[config.mk]
export PLATFORM = sky130hd
export DESIGN_NAME = rx_mac_filter
export DESIGN_NICKNAME = d
export VERILOG_FILES = /design/src/rtl/doce_rx_pkg.sv /design/src/rtl/rx_filter_skid_buf.sv /design/src/rtl/rx_mac_filter.sv
export SDC_FILE = /design/constraint.sdc
export NUM_CORES = 1
export LEC_CHECK = 0
export CAP_MARGIN = 25
export CORE_MARGIN = 2
export CORE_UTILIZATION = 25
export CTS_CLUSTER_DIAMETER = 150
export DETAILED_ROUTE_END_ITERATION = 10
export GPL_TIMING_DRIVEN = 1
export PLACE_DENSITY = 0.56
export REMOVE_ABC_BUFFERS = 1
export SLEW_MARGIN = 20
export SYNTH_ARGS = -nofsm -noshare
export SYNTH_HDL_FRONTEND = slang
export SYNTH_HIERARCHICAL = 1
export SYNTH_SLANG_ARGS = --single-unit
[constraint.sdc]
create_clock -name user_clk -period 30.5 [get_ports user_clk]
set_input_delay 6.1 -clock user_clk [delete_from_list [all_inputs] [get_ports user_clk]]
set_output_delay 6.1 -clock user_clk [all_outputs]
set_load 0.1 [all_outputs]
[src/rtl/doce_rx_pkg.sv]
// Shared constants, bit-field positions, beat payload and FSM state for the DoCE RX MAC filter.
package doce_rx_pkg;

  localparam int unsigned DATA_W = 128;
  localparam int unsigned KEEP_W = 16;
  localparam int unsigned USER_W = 4;
  localparam int unsigned MAC_W  = 48;
  localparam int unsigned ETYPE_W = 16;

  // tuser bit indices on the router side
  localparam int unsigned TUSER_BCAST_BIT = 0;
  localparam int unsigned TUSER_UCAST_BIT = 1;
  localparam int unsigned TUSER_RSVD_BIT  = 2;
  localparam int unsigned TUSER_BAD_BIT   = 3;

  // Field positions inside the first beat of a frame
  localparam int unsigned SRC_MAC_LSB = 0;
  localparam int unsigned SRC_MAC_MSB = 47;
  localparam int unsigned DST_MAC_LSB = 48;
  localparam int unsigned DST_MAC_MSB = 95;
  localparam int unsigned ETYPE_LSB   = 96;
  localparam int unsigned ETYPE_MSB   = 111;

  localparam logic [MAC_W-1:0]   BCAST_MAC              = 48'hFFFF_FFFF_FFFF;
  localparam logic [ETYPE_W-1:0] DEFAULT_DOCE_ETHERTYPE = 16'h88B5;

  // One forwarded beat as stored in the skid buffer
  typedef struct packed {
    logic [DATA_W-1:0] data;
    logic [KEEP_W-1:0] keep;
    logic              last;
    logic [USER_W-1:0] user;
  } rx_beat_t;

  typedef enum logic [1:0] {
    ST_IDLE    = 2'd0,
    ST_FWD     = 2'd1,
    ST_DISCARD = 2'd2
  } rx_state_e;

endpackage

[src/rtl/rx_filter_skid_buf.sv]
// Two-entry FIFO holding accepted beats between the filter and the router.
module rx_filter_skid_buf
  import doce_rx_pkg::*;
(
  input  logic       clk,
  input  logic       rst,
  input  logic       push_i,
  input  rx_beat_t   push_beat_i,
  input  logic       pop_i,
  output rx_beat_t   head_o,
  output logic [1:0] count_o
);

  rx_beat_t   mem_q [2];
  logic       wr_ptr_q, wr_ptr_d;
  logic       rd_ptr_q, rd_ptr_d;
  logic [1:0] count_q, count_d;
  logic       push_ok_c;
  logic       pop_ok_c;

  // Qualify push/pop against occupancy and compute next pointers/count
  always_comb begin
    pop_ok_c  = pop_i & (count_q != 2'd0);
    push_ok_c = push_i & ((count_q != 2'd2) | pop_ok_c);
    wr_ptr_d  = wr_ptr_q;
    rd_ptr_d  = rd_ptr_q;
    count_d   = count_q;
    if (push_ok_c) wr_ptr_d = ~wr_ptr_q;
    if (pop_ok_c)  rd_ptr_d = ~rd_ptr_q;
    case ({push_ok_c, pop_ok_c})
      2'b10:   count_d = count_q + 2'd1;
      2'b01:   count_d = count_q - 2'd1;
      default: count_d = count_q;
    endcase
  end

  // Storage, pointers and occupancy; reset flushes everything
  always_ff @(posedge clk or posedge rst) begin
    if (rst) begin
      mem_q[0] <= '0;
      mem_q[1] <= '0;
      wr_ptr_q <= 1'b0;
      rd_ptr_q <= 1'b0;
      count_q  <= 2'd0;
    end else begin
      if (push_ok_c) mem_q[wr_ptr_q] <= push_beat_i;
      wr_ptr_q <= wr_ptr_d;
      rd_ptr_q <= rd_ptr_d;
      count_q  <= count_d;
    end
  end

  assign head_o  = mem_q[rd_ptr_q];
  assign count_o = count_q;

endmodule

[src/rtl/rx_mac_filter.sv]
// Receive-side MAC filter: judges each frame on its first beat and forwards
// accepted DoCE frames through a 2-entry skid buffer with tuser classification.
// Optional frame statistics counters: define RX_FILTER_STATS_EN.
module rx_mac_filter
  import doce_rx_pkg::*;
#(
  parameter logic [15:0] DOCE_ETHERTYPE = DEFAULT_DOCE_ETHERTYPE
) (
  input  logic                user_clk,
  input  logic                reset,
  input  logic [MAC_W-1:0]    local_mac_addr,
  input  logic                promisc_en,
  input  logic [DATA_W-1:0]   axi_str_tdata_from_mac,
  input  logic [KEEP_W-1:0]   axi_str_tkeep_from_mac,
  input  logic                axi_str_tvalid_from_mac,
  input  logic                axi_str_tlast_from_mac,
  input  logic                axi_str_tuser_from_mac,
  output logic                axi_str_tready_to_mac,
  output logic [DATA_W-1:0]   axi_str_tdata_to_router,
  output logic [KEEP_W-1:0]   axi_str_tkeep_to_router,
  output logic                axi_str_tvalid_to_router,
  output logic                axi_str_tlast_to_router,
  output logic [USER_W-1:0]   axi_str_tuser_to_router,
  input  logic                axi_str_tready_from_router
`ifdef RX_FILTER_STATS_EN
  ,
  output logic [31:0]         rx_pkt_accept_cnt,
  output logic [31:0]         rx_pkt_drop_cnt
`endif
);

  rx_state_e   state_q, state_d;
  logic [1:0]  flags_q, flags_d;     // {ucast, bcast} of the frame in flight
  logic [1:0]  cur_flags_c;
  logic        in_hs_c;
  logic        first_hs_c;
  logic        bcast_c;
  logic        ucast_c;
  logic        accept_c;
  logic        push_c;
  logic        pop_c;
  rx_beat_t    push_beat_c;
  rx_beat_t    head;
  logic [1:0]  count;

  logic [MAC_W-1:0]   dst_mac_c;
  logic [ETYPE_W-1:0] etype_c;

  assign dst_mac_c = axi_str_tdata_from_mac[DST_MAC_MSB:DST_MAC_LSB];
  assign etype_c   = axi_str_tdata_from_mac[ETYPE_MSB:ETYPE_LSB];

  // First-beat classification
  assign bcast_c  = (dst_mac_c == BCAST_MAC);
  assign ucast_c  = (dst_mac_c == local_mac_addr);
  assign accept_c = (bcast_c | ucast_c | promisc_en) & (etype_c == DOCE_ETHERTYPE);

  // Input ready: always open while discarding, else limited by buffer space
  assign axi_str_tready_to_mac = ~reset & ((state_q == ST_DISCARD) | (count != 2'd2));

  assign in_hs_c    = axi_str_tvalid_from_mac & axi_str_tready_to_mac;
  assign first_hs_c = in_hs_c & (state_q == ST_IDLE);

  // Classification bits: live on the first beat, latched for the rest of the frame
  assign cur_flags_c = (state_q == ST_IDLE) ? {ucast_c, bcast_c} : flags_q;

  // Beat written into the skid buffer
  always_comb begin
    push_beat_c                      = '0;
    push_beat_c.data                 = axi_str_tdata_from_mac;
    push_beat_c.keep                 = axi_str_tkeep_from_mac;
    push_beat_c.last                 = axi_str_tlast_from_mac;
    push_beat_c.user[TUSER_BCAST_BIT] = cur_flags_c[0];
    push_beat_c.user[TUSER_UCAST_BIT] = cur_flags_c[1];
    push_beat_c.user[TUSER_RSVD_BIT]  = 1'b0;
    push_beat_c.user[TUSER_BAD_BIT]   = axi_str_tlast_from_mac & axi_str_tuser_from_mac;
  end

  // Next-state and buffer write decision
  always_comb begin
    state_d = state_q;
    flags_d = flags_q;
    push_c  = 1'b0;
    case (state_q)
      ST_IDLE: begin
        if (in_hs_c) begin
          flags_d = {ucast_c, bcast_c};
          if (accept_c) begin
            push_c = 1'b1;
            if (!axi_str_tlast_from_mac) state_d = ST_FWD;
          end else if (!axi_str_tlast_from_mac) begin
            state_d = ST_DISCARD;
          end
        end
      end
      ST_FWD: begin
        if (in_hs_c) begin
          push_c = 1'b1;
          if (axi_str_tlast_from_mac) state_d = ST_IDLE;
        end
      end
      ST_DISCARD: begin
        if (in_hs_c && axi_str_tlast_from_mac) state_d = ST_IDLE;
      end
      default: state_d = ST_IDLE;
    endcase
  end

  // FSM state and latched classification
  always_ff @(posedge user_clk or posedge reset) begin
    if (reset) begin
      state_q <= ST_IDLE;
      flags_q <= 2'b00;
    end else begin
      state_q <= state_d;
      flags_q <= flags_d;
    end
  end

  assign pop_c = axi_str_tvalid_to_router & axi_str_tready_from_router;

  rx_filter_skid_buf u_skid (
    .clk         (user_clk),
    .rst         (reset),
    .push_i      (push_c),
    .push_beat_i (push_beat_c),
    .pop_i       (pop_c),
    .head_o      (head),
    .count_o     (count)
  );

  assign axi_str_tvalid_to_router = (count != 2'd0);
  assign axi_str_tdata_to_router  = head.data;
  assign axi_str_tkeep_to_router  = head.keep;
  assign axi_str_tlast_to_router  = head.last;
  assign axi_str_tuser_to_router  = head.user;

`ifdef RX_FILTER_STATS_EN
  logic [31:0] accept_cnt_q, accept_cnt_d;
  logic [31:0] drop_cnt_q, drop_cnt_d;

  // Saturating per-frame counters, stepped on the first-beat handshake
  always_comb begin
    accept_cnt_d = accept_cnt_q;
    drop_cnt_d   = drop_cnt_q;
    if (first_hs_c && accept_c && (accept_cnt_q != 32'hFFFF_FFFF))
      accept_cnt_d = accept_cnt_q + 32'd1;
    if (first_hs_c && !accept_c && (drop_cnt_q != 32'hFFFF_FFFF))
      drop_cnt_d = drop_cnt_q + 32'd1;
  end

  // Counter registers
  always_ff @(posedge user_clk or posedge reset) begin
    if (reset) begin
      accept_cnt_q <= 32'd0;
      drop_cnt_q   <= 32'd0;
    end else begin
      accept_cnt_q <= accept_cnt_d;
      drop_cnt_q   <= drop_cnt_d;
    end
  end

  assign rx_pkt_accept_cnt = accept_cnt_q;
  assign rx_pkt_drop_cnt   = drop_cnt_q;
`else
  logic unused_first_hs;
  assign unused_first_hs = first_hs_c;
`endif

endmodule

Word level (Yosys, flattened, before mapping). Index checks and enable logic that the tools add are counted.

Output and inout bits: 151. Input port bits: 199. Logic and storage cells: 74. Register bits after elaboration: 306.

Equal/unequal tests: 13. Muxes and demuxes: 20. Bitwise logic cells: 16. Reduce and logical (&&, ||, !) cells: 7. $lt $le $gt $ge: 3. Add/sub/neg operators: 2.

Operators with widths (count): $mux 149 (4); $bwmux 298 (1); $demux 149 s1 (1); $eq 48x48->1 (1); $eq 48x48->1 const B (1); $eq 16x16->1 const B (1); $mux 2 (8); $ne 2x2->1 const B (5); $and 1x1->1 (7); $pmux 2 s3 (1); $reduce_and 5->1 (1); $eq 2x1->1 const B (2); $eq 2x2->1 const B (2); $ge 2x2->1 const B (2); $not 1->2 (2); $or 1x1->1 (4); $pmux 2 s2 (1); $reduce_bool 2->1 (2); $mux 1 (3); $not 1->1 (3); $add 2x1->2 const B (1); $logic_and 1x1->1 (2); $logic_not 2->1 (1); $lt 2x1->1 const B (1); other kinds (4) (4).

Depth between registers and ports, before layout. Gate-level depths: netlist (run 1).

Depth after elaboration: 10. Mapped depth: 10. Mapped depth without buffers: 10.

Modules after synthesis. Netlist (run 1), hierarchy kept.

Modules (own cells, without submodules): rx_filter_skid_buf (sequential area each 7557.2 um^2, times used 1, cells an instance 812, area an instance 13006.2 um^2); rx_mac_filter (sequential area each 100.1 um^2, times used 1, cells an instance 122, area an instance 960.9 um^2).

Worst setup path after synthesis (run 1). OpenSTA, ideal clock, no wires.

Kind: input to output. Start: input reset. End: output axi_str_tready_to_mac. Slack: 16.805 ns. Arrival time: 7.595 ns. Path buffers: 0. Required time: 24.400 ns. Stages on the path: 1. Cells stage by stage: a21oi_1.

Longest elaborated chain between the ends: 2.

RTL lines: start, declared (RTL line rx_mac_filter.sv:10) `input logic reset,`; $not 1->1 (RTL line rx_mac_filter.sv:58) `assign axi_str_tready_to_mac = ~reset & ((state_q == ST_DISCARD) | (count != 2'd2));`; $and 1x1->1 (RTL line rx_mac_filter.sv:58); end, declared (RTL line rx_mac_filter.sv:18) `output logic axi_str_tready_to_mac,`.

Every way passes these cells.

Worst setup path after layout (run 1). Same ends and word-level chain as after synthesis.

==> run summary, run 1 <==
In this run the deepest clock path goes through 3 buffers. The placement row count is 86. The fill cell total of the finished layout came out at 5360. The synthesized design contains 0 enable-type register cells. Of the total synthesized cell area, the portion taken by full adders, half adders and majority gates is 0.0008958. TritonCTS built the clock tree. The area used by sequential logic in the layout came out at around 7700 sq um. The total die area came out at ~58000 sq um.

The area share of the largest cell type after synthesis is 0.5482. The routing usage on met1 came out at 0.1751. For this configuration, the core starts out at a cell density of 0.2530. Derived from the worst setup path, the maximum achievable clock frequency is 70.49 MHz. The global-route wire length before repair is roughly 60 mm.

The clock buffer count from CTS came out at 39. Across the run, the number of max-cap violations was 0. The final hold violation count was 0.

For this run, the slowest stage of the critical path takes ~1.2 ns. At the worst endpoint, the required time is 24.40 ns. For this design the ratio of total power to cell area is 46.87 nW/um^2.

The global routing stage identified its most utilized layer as met2. Summing over every cut layer, the via total after detailed routing is about 9000. The met3 global-route usage is 0.04673.

The share of synthesized area spent on multiplexers came out at 0.3604. The worst register-to-register path ends at u_skid/mem_q[22]. The detailed router finished its first iteration with between 200 and 300 violations. The tree is rooted in a sky130_fd_sc_hd__clkbuf_16. The final HPWL from detailed placement came out at 26.38 mm. The worst setup path endpoint is axi_str_tready_to_mac. The remaining number of nets flagged by the antenna check after routing came out at 0. The final net count is between 1000 and 1500. Counting flops with an async set or reset pin after synthesis yields a share of 1.000. The post-layout worst setup margin came out at 16.31 ns.

The transition time at the pin with the least slew margin came out at approximately 1.1 ns. The path class of the tightest hold or removal check is reg2reg. sky130_fd_sc_hd__dfrtp_1 takes more of the synthesized area than any other cell.

The wire length per cell is 19.32 um. The share of the yosys chip area belonging to registers is 0.5482. For the finished layout, the period the worst path requires is approximately 14 ns.

The peak supply drop came out at 0.03476 mV. The total of cells resized after clock tree synthesis is 0. The clock tree synthesis step divided the H-tree into 2 levels.

The post-synthesis cell area came out at 13970 sq um. The post-CTS setup buffer count is 0. The first-pass iteration count of the detailed router came out at 4. The leakage component of the power came out at about 8.9 nW.

The cell with the most instances on the worst path is sky130_fd_sc_hd__clkdlybuf4s50_1. Of the available clock period, the critical path in the final layout requires 0.4651. Yosys printed 6 warnings. The x dimension of the die is between 200 and 250 um. Measured against its own limit, the worst slew margin works out to 0.2869.

sky130_fd_sc_hd__mux2_2 is the most common cell in the netlist. The final routed DRC violation total came out at 0. The critical path goes through clkdlybuf4s50_1 > a21oi_1 > clkdlybuf4s50_1. The most critical setup path has its startpoint at reset.

The number of hold buffers added after cts is 0. For the worst-skew pair, the clock arrives at the later sink with an insertion delay of between 0.5 and 0.6 ns. The overall track demand over capacity in global routing came out at 0.1370. The number of different library cells in the post-synthesis netlist came out at 40. Between clock sinks in the finished design, the worst skew comes to between 0.015 and 0.02 ns.

The flop-to-flop setup slack came out at approximately 28 ns. Counting both buffers and inverters, the worst setup path holds a total of 2. The number of global-route vias before repair was ~9700.

The register bit count reported by yosys is between 300 and 400. The critical path runs through a total of 3 cells. The total area of multi-input combinational cells came out at 6007 sq um. The slowest stage of the critical path belongs to the cell sky130_fd_sc_hd__clkdlybuf4s50_1. The post-detailed-routing wire length came out at 39.85 mm.

In the final layout, the share of cells above drive strength 1 is 0.3927. The count of final max-slew check failures is 0. From synthesis to final layout, the design area changed by 40.32%. The met2 track utilization from global routing came out at 0.2204. The number of top-level pins came out at between 300 and 400.

Of the total synthesized cell area, the portion taken by XOR and XNOR cells is 0.03323. The cell depth of the worst flop-to-flop path is 8. The maximum number of pins on one net before global-route repair is 150. By count the netlist is led by sky130_fd_sc_hd__mux2_2 (437), sky130_fd_sc_hd__dfrtp_1 (306), sky130_fd_sc_hd__xnor2_1 (51). The highest fanout seen on the critical path is 6. On the critical path the largest part of the delay comes from buffers and inverters.

The launch instance of the worst register-to-register path is state_q[0]. The compound-gate portion of the synthesized area was 0.007794. After synthesis, the cell types taking the most area are sky130_fd_sc_hd__dfrtp_1 (55%), sky130_fd_sc_hd__mux2_2 (35%), sky130_fd_sc_hd__xnor2_1 (3.2%), sky130_fd_sc_hd__buf_4 (1.3%), sky130_fd_sc_hd__nand4_1 (1.1%). Setup violations remaining at the end of the flow were counted as 0. The CTS clock-pin slew for the worst setup and hold paths came out at 0.05 ns. The average vias per placed instance came out at around 4.3. The sink count of the clock tree is a little over 300. At the worst endpoint, the arrival time is 8.09 ns. STA classifies the critical path endpoint as a primary output.

The critical path is of the in2out type. The total overflow reported by the global router came out at 0. The mean cell area of the mapped netlist is about 15 sq um. The height of the die is 240.4 um. Among all flip-flop cells after synthesis, the most frequent one is sky130_fd_sc_hd__dfrtp_1. The synthesized instance count is ~930. The number of buffers added on ports is 349. The total negative slack came out at 0 ns.

The worst setup slack after placement came out at around 16 ns. The run finished with clean final reports. The initial antenna violation count is 1. The combinational family with the most area after synthesis is multiplexers. STA classifies the critical path startpoint as an input pin. The simple logic cell fraction of the synthesized area is 0.02643.

The routability congestion estimate is between 0.7 and 0.8. The area of the core came out at 55200 sq um. Setup repair after global routing left no endpoint under its margin.
routing by layer:
layer	vias up	wire [um]
met3	66	2765
li1	4091	-
met4	2	835
met2	212	18880
met1	4587	17360
met5	-	7
cell type report:
class / count / share of cell area
Sequential cell: 306 / 0.3909
Multi-Input combinational cell: 576 / 0.3065
Timing Repair Buffer: 362 / 0.1892
Clock buffer: 57 / 0.05899
Tap cell: 748 / 0.04775
Clock inverter: 9 / 0.005363
Inverter: 4 / 0.001149
Antenna cell: 1 / 0.0001277
flip-flops by register name, summed over array words and instances (netlist names):
signal / flops
state_q: 2
u_skid/count_o: 2
u_skid/mem_q: 298
flags_q: 2
u_skid/wr_ptr_q: 1
u_skid/rd_ptr_q: 1
worst reg2reg max path, stage by stage (launching register included):
cell and delay [ns]:
sky130_fd_sc_hd__dfrtp_1 0.46, sky130_fd_sc_hd__nand2b_1 0.20, sky130_fd_sc_hd__a21oi_1 0.21, sky130_fd_sc_hd__o2111ai_1 0.18
sky130_fd_sc_hd__a21oi_1 0.30, sky130_fd_sc_hd__nand2_1 0.15, sky130_fd_sc_hd__nor2_4 0.12, sky130_fd_sc_hd__buf_12 0.66
sky130_fd_sc_hd__mux2_2 0.59
kinds of logic after synthesis:
group                    count (synthesis)
other                                    1
AO/OA/AOI/OAI                           16
XOR/XNOR                                53
AND/OR/NAND/NOR                         57
buffers and inverters                   53
flip-flops                             306
multiplexers                           447
adder cells (fa/ha/maj)                  1
per-stage QoR:
step | hold WS (ns) | total power, mW | utilization | cell area [sq um] | instances
after detailed placement | 0.4712 | 0.4691 | 0.3313 | 18290 | 1994
final | 0.4798 | 0.9186 | 0.3550 | 19600 | 2063
after CTS | 0.4857 | 0.9372 | 0.3541 | 19550 | 2060
after global placement | 0.4582 | 0.4681 | 0.3298 | 18210 | 1991
after floorplan | 0.4422 | 0.4296 | - | 13670 | 886
after global routing | 0.5064 | 0.9602 | 0.3550 | 19600 | 2062
worst min path at each step:
stage / slack [ns] / startpoint / depth (start not counted) / to
floorplan: 0.44 / flags_q[0] / 2 / flags_q[0]
global placement: 0.46 / flags_q[0] / 2 / flags_q[0]
detailed placement: 0.47 / flags_q[1] / 2 / flags_q[1]
CTS: 0.49 / flags_q[0] / 2 / flags_q[0]
global route: 0.51 / flags_q[0] / 2 / flags_q[0]
finish: 0.48 / u_skid/mem_q[251] / 1 / u_skid/mem_q[251]
cell usage in the layout, fill, tap and decap left out, types with 2 or more instances in the layout:
cell | synthesis | routed
sky130_fd_sc_hd__a21oi_1 | 2 | 2
sky130_fd_sc_hd__and2_1 | 2 | 2
sky130_fd_sc_hd__buf_12 | 0 | 3
sky130_fd_sc_hd__buf_16 | 0 | 4
sky130_fd_sc_hd__buf_4 | 24 | 6
sky130_fd_sc_hd__bufinv_16 | 0 | 2
sky130_fd_sc_hd__clkbuf_1 | 4 | 9
sky130_fd_sc_hd__clkbuf_16 | 0 | 41
sky130_fd_sc_hd__clkbuf_8 | 0 | 7
sky130_fd_sc_hd__clkdlybuf4s50_1 | 0 | 349
sky130_fd_sc_hd__clkinv_2 | 0 | 4
sky130_fd_sc_hd__clkinv_4 | 0 | 2
sky130_fd_sc_hd__conb_1 | 1 | 2
sky130_fd_sc_hd__dfrtp_1 | 306 | 305
sky130_fd_sc_hd__inv_1 | 4 | 3
sky130_fd_sc_hd__mux2_1 | 10 | 10
sky130_fd_sc_hd__mux2_2 | 437 | 437
sky130_fd_sc_hd__nand2_1 | 4 | 4
sky130_fd_sc_hd__nand2b_1 | 3 | 3
sky130_fd_sc_hd__nand3_1 | 2 | 2
sky130_fd_sc_hd__nand4_1 | 25 | 25
sky130_fd_sc_hd__nor2_1 | 3 | 3
sky130_fd_sc_hd__nor4_1 | 6 | 6
sky130_fd_sc_hd__nor4b_1 | 2 | 2
sky130_fd_sc_hd__o21ai_0 | 3 | 3
sky130_fd_sc_hd__o31ai_1 | 4 | 4
sky130_fd_sc_hd__xnor2_1 | 51 | 51
sky130_fd_sc_hd__xor2_1 | 2 | 2
power by group:
part / internal (mW) / switching, mW / total (mW)
clock: 0.278 / 0.179 / 0.457
combinational: 0.0293 / 0.0248 / 0.0541
sequential: 0.407 / 0.000790 / 0.407
total: 0.714 / 0.204 / 0.919
(Power assumes the default switching activity.)
==> run 2, diff against run 1 <==
clock period = 13.2 ns   (was 30.5 ns; I/O delays follow)
==> run 2 against run 1 <==
Count of clock-buffer cells in the layout decreased by 5. Sequential share of layout area about the same. Sequential cell count unchanged. Register-to-register slack got worse by 18 ns. Sequential power increased by 130%. Wire length about the same. Largest power group unchanged. Highest routed layer unchanged.
==> run summary, run 2 (same netlist as run 1, synthesis figures left out) <==
The max-cap check violation count was 0 (unchanged). The count of final max-slew check failures is 0 (unchanged). The maximum clock rate is ~130 MHz.

The maximum number of pins on one net before global-route repair came out at 105 (-30%). Setup repair after global routing left no endpoint under its margin. The final net count was 1489 (unchanged). In this run the worst setup path terminates at u_skid/mem_q[159]. The total area of multi-input combinational cells came out at 6007 sq um (unchanged).

The x dimension of the die is 240.4 um (unchanged). The number of buffers added on ports is 349 (unchanged). The total die area is 57780 sq um (unchanged).

The post-detailed-routing wire length is 39.87 mm (about the same). The post-layout minimum cycle time is roughly 7.4 ns. The initial antenna violation count came to 1 (unchanged). In this run the clock root is driven by a sky130_fd_sc_hd__clkbuf_16. The relative slew slack is 0.2855 (-0.001403). The class of the most critical setup path is in2reg. The worst stage delay on the critical path is 0.92 ns (-0.25 ns). The post-layout worst setup margin is 5.774 ns (-10.54 ns).

The count of placed standard cells in the final layout, fillers left out is 2067 (+0.19%). The worst path buffer plus inverter count is 3 (+1). The final period utilization is 0.5626. The cell depth of the worst flop-to-flop path is 8 (unchanged). The final routed DRC violation total came out at 0 (unchanged). The worst-skew pair later-pin latency is 0.55 ns (about the same). The wire length per cell came out at 19.29 um (-0.13%). The average vias per placed instance came out at 4.367 (+0.56%). The total of cells resized after clock tree synthesis is 0 (unchanged). The starting density of the core was 0.2530 (unchanged).

The first-pass iteration count of the detailed router came out at 4 (unchanged). The most flop-heavy register is u_skid/mem_q. The number of logic stages on the critical path including buffering is 10 (+7). The sink count of the clock tree is 306 (unchanged). The remaining number of nets flagged by the antenna check after routing is 0 (unchanged). The fill cell total of the finished layout was 5366 (+0.11%). The area of the core came out at 55200 sq um (unchanged). The synthesis-to-finish area growth was 40.35% (about the same).

By instance count, the cell type seen most on the critical path is sky130_fd_sc_hd__buf_4. The placement row count is 86 (unchanged). The final hold violation count is 0 (unchanged). The share of layout cells above drive strength 1 came out at 0.3941 (+0.001383).

The global-route wire length before repair came out at 60.40 mm (+0.78%). The arrival time of the worst setup path came to 7.85 ns (-0.24 ns). The path category of the worst min-delay check is reg2reg.

The data required time at the worst endpoint is 13.63 ns (-10.77 ns). TritonCTS built the clock tree. The kind of end point of the critical path is a register.

The flop-to-flop setup slack was 9.48 ns (-18.02 ns). The peak supply drop came out at 0.08904 mV (+160%). The routability congestion estimate was 0.7840 (+4.2%). The number of vias after detailed routing is 9026 (+0.76%). The overall track demand over capacity in global routing came to 0.1376 (+0.0006198). Leaving out fill and tap cells, the most frequent cells in the layout are sky130_fd_sc_hd__mux2_2 (437), sky130_fd_sc_hd__clkdlybuf4s50_1 (349), sky130_fd_sc_hd__dfrtp_1 (305). The final HPWL from detailed placement came out at 27.47 mm (+4.2%). The worst setup path is launched from an input pin. The leakage component of the power came out at 8.957 nW (+0.13%). The total power of the final layout came out at 2.162 mW (+140%). The number of global-route vias before repair is 9873 (+1.3%).

The worst setup slack after placement was 5.014 ns (-11.30 ns). In this run the worst setup path begins at axi_str_tdata_from_mac[66]. The worst-case clock skew came out at 0.02234 ns (+0.003476 ns). The library cell used most frequently in the layout, excluding fill and tap cells, is sky130_fd_sc_hd__mux2_2.

The clock buffer count from CTS came to 38 (-2.6%). The ratio of total power to cell area is 110.3 nW/um^2 (+140%). The height of the die is 240.4 um (unchanged). The worst register-to-register path begins at state_q[0]. The transition time at the pin with the least slew margin was 1.068 ns (+0.002098 ns). The number of cells after detailed placement is 1996 (+0.10%).

The deepest clock path buffer count came to 3 (unchanged). The run finished with clean final reports. The highest fanout seen on the critical path came out at 48 (+42). The total negative slack came out at 0 ns (unchanged). The worst flop-to-flop path endpoint is u_skid/mem_q[159]. The count of routing violations after the opening detailed-route iteration came to 308 (+23%).

The number of flip-flops in the largest register came out at 298 (unchanged). Traced cell by cell, the critical path runs through clkdlybuf4s50_1 > xnor2_1 > nand4_1 > nor4_1 > nand3_1 > a21oi_1 > nor3b_4 > buf_4 > buf_4 > mux2_2. The number of hold buffers added after cts is 0 (unchanged).

The total overflow reported by the global router came out at 0 (unchanged). The area used by sequential logic in the layout came out at 7661 sq um (unchanged). The final setup violation count is 0 (unchanged). The number of top-level pins was 350 (unchanged).

The post-CTS setup buffer count came out at 0 (unchanged). The slowest stage of the critical path belongs to the cell sky130_fd_sc_hd__nor4_1. The CTS clock-pin slew for the worst setup and hold paths is 0.06 ns (about the same).

On the critical path the largest part of the delay comes from simple AND/OR/NAND/NOR gates. The level count of the clock H-tree came to 2 (unchanged).
## run 2: how the worst min path moves through the flow
stage,start,slack (ns),end,cells after the start
6_report,u_skid/mem_q[251],0.48,u_skid/mem_q[251],1
5_1_grt,u_skid/mem_q[257],0.51,u_skid/mem_q[257],1
3_3_place_gp,flags_q[0],0.46,flags_q[0],2
3_5_place_dp,u_skid/mem_q[259],0.48,u_skid/mem_q[259],1
4_1_cts,u_skid/mem_q[259],0.49,u_skid/mem_q[259],1
2_1_floorplan,flags_q[0],0.44,flags_q[0],2
## run 2: final cells by class
class | instances | share of cell area
antenna | 2 | 0.0002553
multi-input combinational | 576 | 0.3064
clock inverter | 16 | 0.01321
inverter | 4 | 0.001149
timing repair buffer | 363 | 0.1866
sequential | 306 | 0.3908
tap | 748 | 0.04774
clock buffer | 52 | 0.05374
## run 2: report_power, final
group | internal (mW) | leakage [nW] | switching, mW | total, mW
combinational | 0.0672 | 4.04 | 0.0591 | 0.126
sequential | 0.939 | 4.27 | 0.00181 | 0.941
clock | 0.680 | 0.640 | 0.415 | 1.09
total | 1.69 | 8.96 | 0.475 | 2.16
## run 2: stage by stage
step	cell area [sq um]	utilization	hold slack (ns)
floorplan	13670	-	0.4422
global placement	18200	0.3298	0.4591
CTS	19570	0.3545	0.4883
detailed placement	18260	0.3307	0.4758
finish	19600	0.3551	0.4838
global route	19600	0.3550	0.5112
## run 2: per-layer routing
metal | vias up | share of wire | GRT usage | wire (um)
met1 | 4638 | 0.44 | 0.1776 | 17620
li1 | 4103 | - | - | -
met3 | 51 | 0.059 | 0.03972 | 2350
met4 | 2 | 0.022 | 0.03896 | 858
met5 | - | 0.00033 | 0 | 13
met2 | 232 | 0.48 | 0.2239 | 19040
==> run 3, diff against run 2 <==
PLACE_DENSITY = 0.58   (was 0.56)
clock period = 6.4 ns   (was 13.2 ns; I/O delays follow)
==> run 3 against run 2 <==
Clock skew shrank 0.0056 ns. Cell count increased by 0.15%. Worst setup slack lost 4.2 ns. Clock power grew 100%. Global-route usage increased by 0.077 points.
==> run summary, run 3 (same netlist as run 1, synthesis figures left out) <==
The final hold violation count is 0 (unchanged). The count of final max-slew check failures is 0 (unchanged). The total of cells resized after clock tree synthesis came out at 0 (unchanged).

The count of placed standard cells in the final layout, fillers left out came out at 2070 (+0.15%). The first-pass iteration count of the detailed router came out at 4 (unchanged). The run finished with clean final reports. The highest fanout seen on the critical path is 58 (+21%). The initial antenna violation count came out at 1 (unchanged). The remaining number of nets flagged by the antenna check after routing came out at 0 (unchanged). The level count of the clock H-tree is 2 (unchanged).

The worst-case clock skew came out at 0.01672 ns (-0.005615 ns). The arrival time of the worst setup path came to 5.25 ns (-2.60 ns). The total overflow reported by the global router came out at 0 (unchanged). The smallest clock period supported by the final layout is computed as roughly 4.8 ns. The worst-skew pair later-pin latency is 0.54 ns (about the same). The leakage component of the power came out at 8.980 nW (+0.26%).

The number of hold buffers added after cts is 0 (unchanged). The placement row count was 86 (unchanged). The routability congestion estimate was 0.7491 (-4.5%). The most common cell after layout, fill and taps aside is sky130_fd_sc_hd__mux2_2.

The wire length per cell is 19.41 um (+0.62%). The global-route wire length before repair came out at 60.88 mm (+0.80%). The internal power consumption came out at 3.457 mW (+110%). The total die area came out at 57780 sq um (unchanged).

Ranked by flip-flop count, first place goes to u_skid/mem_q. The clock tree from TritonCTS is built. The share of layout cells above drive strength 1 was 0.3921 (-0.001950). The deepest clock path buffer count is 3 (unchanged). The height of the die came out at 240.4 um (unchanged). The area of the core is 55200 sq um (unchanged). The CTS clock-pin slew for the worst setup and hold paths came to 0.06 ns (about the same). The maximum clock rate is ~210 MHz. The part of the total power dissipated in sequential elements came out at 0.438 (+0.003). The total area of multi-input combinational cells came to 6007 sq um (unchanged).

The final net count is 1491 (+0.13%). The root buffer cell chosen for the clock tree is sky130_fd_sc_hd__clkbuf_16. The number of vias after detailed routing is 9010 (-0.18%). The tightest min-delay check is of the reg2reg type. The critical path launch point type is an input pin.

The combinational cell fraction of total power was 0.059 (about the same). The worst setup slack after placement is 0.8065 ns (-4.207 ns). The post-layout worst setup margin is 1.572 ns (-4.203 ns). The post-detailed-routing wire length is 40.18 mm (+0.77%). The number of top-level pins is 350 (unchanged). The ratio of total power to cell area is 225.2 nW/um^2 (+100%). The switching part of the total power came to 0.2208 (+0.0008426).

The clock share of power was 0.503 (-0.003). The final routed DRC violation total is 0 (unchanged). The final HPWL from detailed placement is 27.81 mm (+1.2%). The total power of the final layout is 4.436 mW (+110%). The relative slew slack is 0.2518 (-0.03373). The total negative slack is 0 ns (unchanged).

The number of buffers added on ports was 349 (unchanged). The starting density of the core came out at 0.2530 (unchanged). The area used by sequential logic in the layout is 7661 sq um (unchanged). The worst setup path is captured at a register. Compared with the post-synthesis result, the final layout area differs by 41.05%.

The max-cap check violation count is 0 (unchanged). Setup repair after global routing left no endpoint under its margin. The average vias per placed instance is 4.353 (-0.32%). The net switching power figure is 0.9794 mW (+110%). The class of the most critical setup path is in2reg. The data required time at the worst endpoint came to 6.82 ns (-6.81 ns). The overall track demand over capacity in global routing came out at 0.1384 (+0.0007655). The fill cell total of the finished layout is 5355 (-0.20%).

The number of cells after detailed placement came out at 1997 (+0.050%). The post-CTS setup buffer count came out at 0 (unchanged). The clock buffer count from CTS came out at 39 (+2.6%).

The peak supply drop came to 0.1815 mV (+100%). The top cell types in the final layout, fill and taps aside, are sky130_fd_sc_hd__mux2_2 (437), sky130_fd_sc_hd__clkdlybuf4s50_1 (349), sky130_fd_sc_hd__dfrtp_1 (305). The x dimension of the die came out at 240.4 um (unchanged).

The transition time at the pin with the least slew margin is 1.119 ns (+0.05043 ns). The count of routing violations after the opening detailed-route iteration came out at 217 (-30%). The final setup violation count is 0 (unchanged). The final period utilization is 0.7544. The sink count of the clock tree was 306 (unchanged). The maximum number of pins on one net before global-route repair came to 135 (+29%). The number of global-route vias before repair was 10008 (+1.4%). The number of flip-flops in the largest register came out at 298 (unchanged).
-- run 3: cell types whose count changed in the layout (fill, tap and decap cells not counted) --
cell / change
sky130_fd_sc_hd__diode_2: -1
sky130_fd_sc_hd__clkbuf_1: +5
sky130_fd_sc_hd__clkbuf_16: +3
sky130_fd_sc_hd__inv_6: -2
sky130_fd_sc_hd__clkinv_8: -1
sky130_fd_sc_hd__buf_12: +8
sky130_fd_sc_hd__buf_4: -7
sky130_fd_sc_hd__clkinv_2: -1
sky130_fd_sc_hd__clkbuf_8: +2
sky130_fd_sc_hd__bufinv_16: -3
-- run 3: power by group through the flow --
stage          logic [mW]  registers, mW  clock network, mW
5_1_grt             0.286           1.94               2.41
3_3_place_gp        0.261           1.98                  0
3_5_place_dp        0.266           1.98                  0
4_1_cts             0.268           1.94               2.32
6_report            0.263           1.94               2.23
2_1_floorplan      0.0719           1.98                  0
-- run 3: cell type report --
class	instances	area share
antenna	1	0.0001270
clock buffer	62	0.05964
clock inverter	9	0.006605
inverter	4	0.001143
multi-input combinational	576	0.3049
sequential	306	0.3889
tap	748	0.04751
timing repair buffer	364	0.1912
-- run 3: critical path: stages --
cell,delay [ns]
sky130_fd_sc_hd__clkdlybuf4s50_1,0.51
sky130_fd_sc_hd__xnor2_1,0.51
sky130_fd_sc_hd__nand4_1,0.35
sky130_fd_sc_hd__nor4_1,0.77
sky130_fd_sc_hd__nand3_1,0.24
sky130_fd_sc_hd__a21oi_1,0.33
sky130_fd_sc_hd__nor3b_4,0.44
sky130_fd_sc_hd__buf_12,0.37
sky130_fd_sc_hd__mux2_2,0.39
-- run 3: layer usage --
layer | vias to the layer above | GRT usage | share of wire
li1 | 4104 | - | -
met3 | 63 | 0.03858 | 0.064
met4 | 0 | 0.05120 | 0.027
met1 | 4612 | 0.1735 | 0.43
met5 | - | 0 | 0
met2 | 231 | 0.2267 | 0.48
-- run 3: worst paths after layout --
check / start / to / slack (ns) / depth (start not counted)
max in group asynchronous: reset / u_skid/mem_q[142] / 3.80 / 4
hold reg to reg: flags_q[1] / flags_q[1] / 0.48 / 2
setup / recovery: axi_str_tdata_from_mac[73] / u_skid/mem_q[164] / 1.57 / 9
min in group asynchronous: reset / flags_q[1] / 1.20 / 2
setup reg to reg: state_q[0] / u_skid/mem_q[164] / 3.73 / 7
hold / removal: flags_q[1] / flags_q[1] / 0.48 / 2
-- run 3: stage by stage --
step                utilization  hold slack, ns  instance area, sq um
finish                   0.3569          0.4759                 19700
global route             0.3569          0.4990                 19700
CTS                      0.3563          0.4812                 19670
detailed placement       0.3327          0.4689                 18370
global placement         0.3317          0.4579                 18310
floorplan                     -          0.4422                 13670
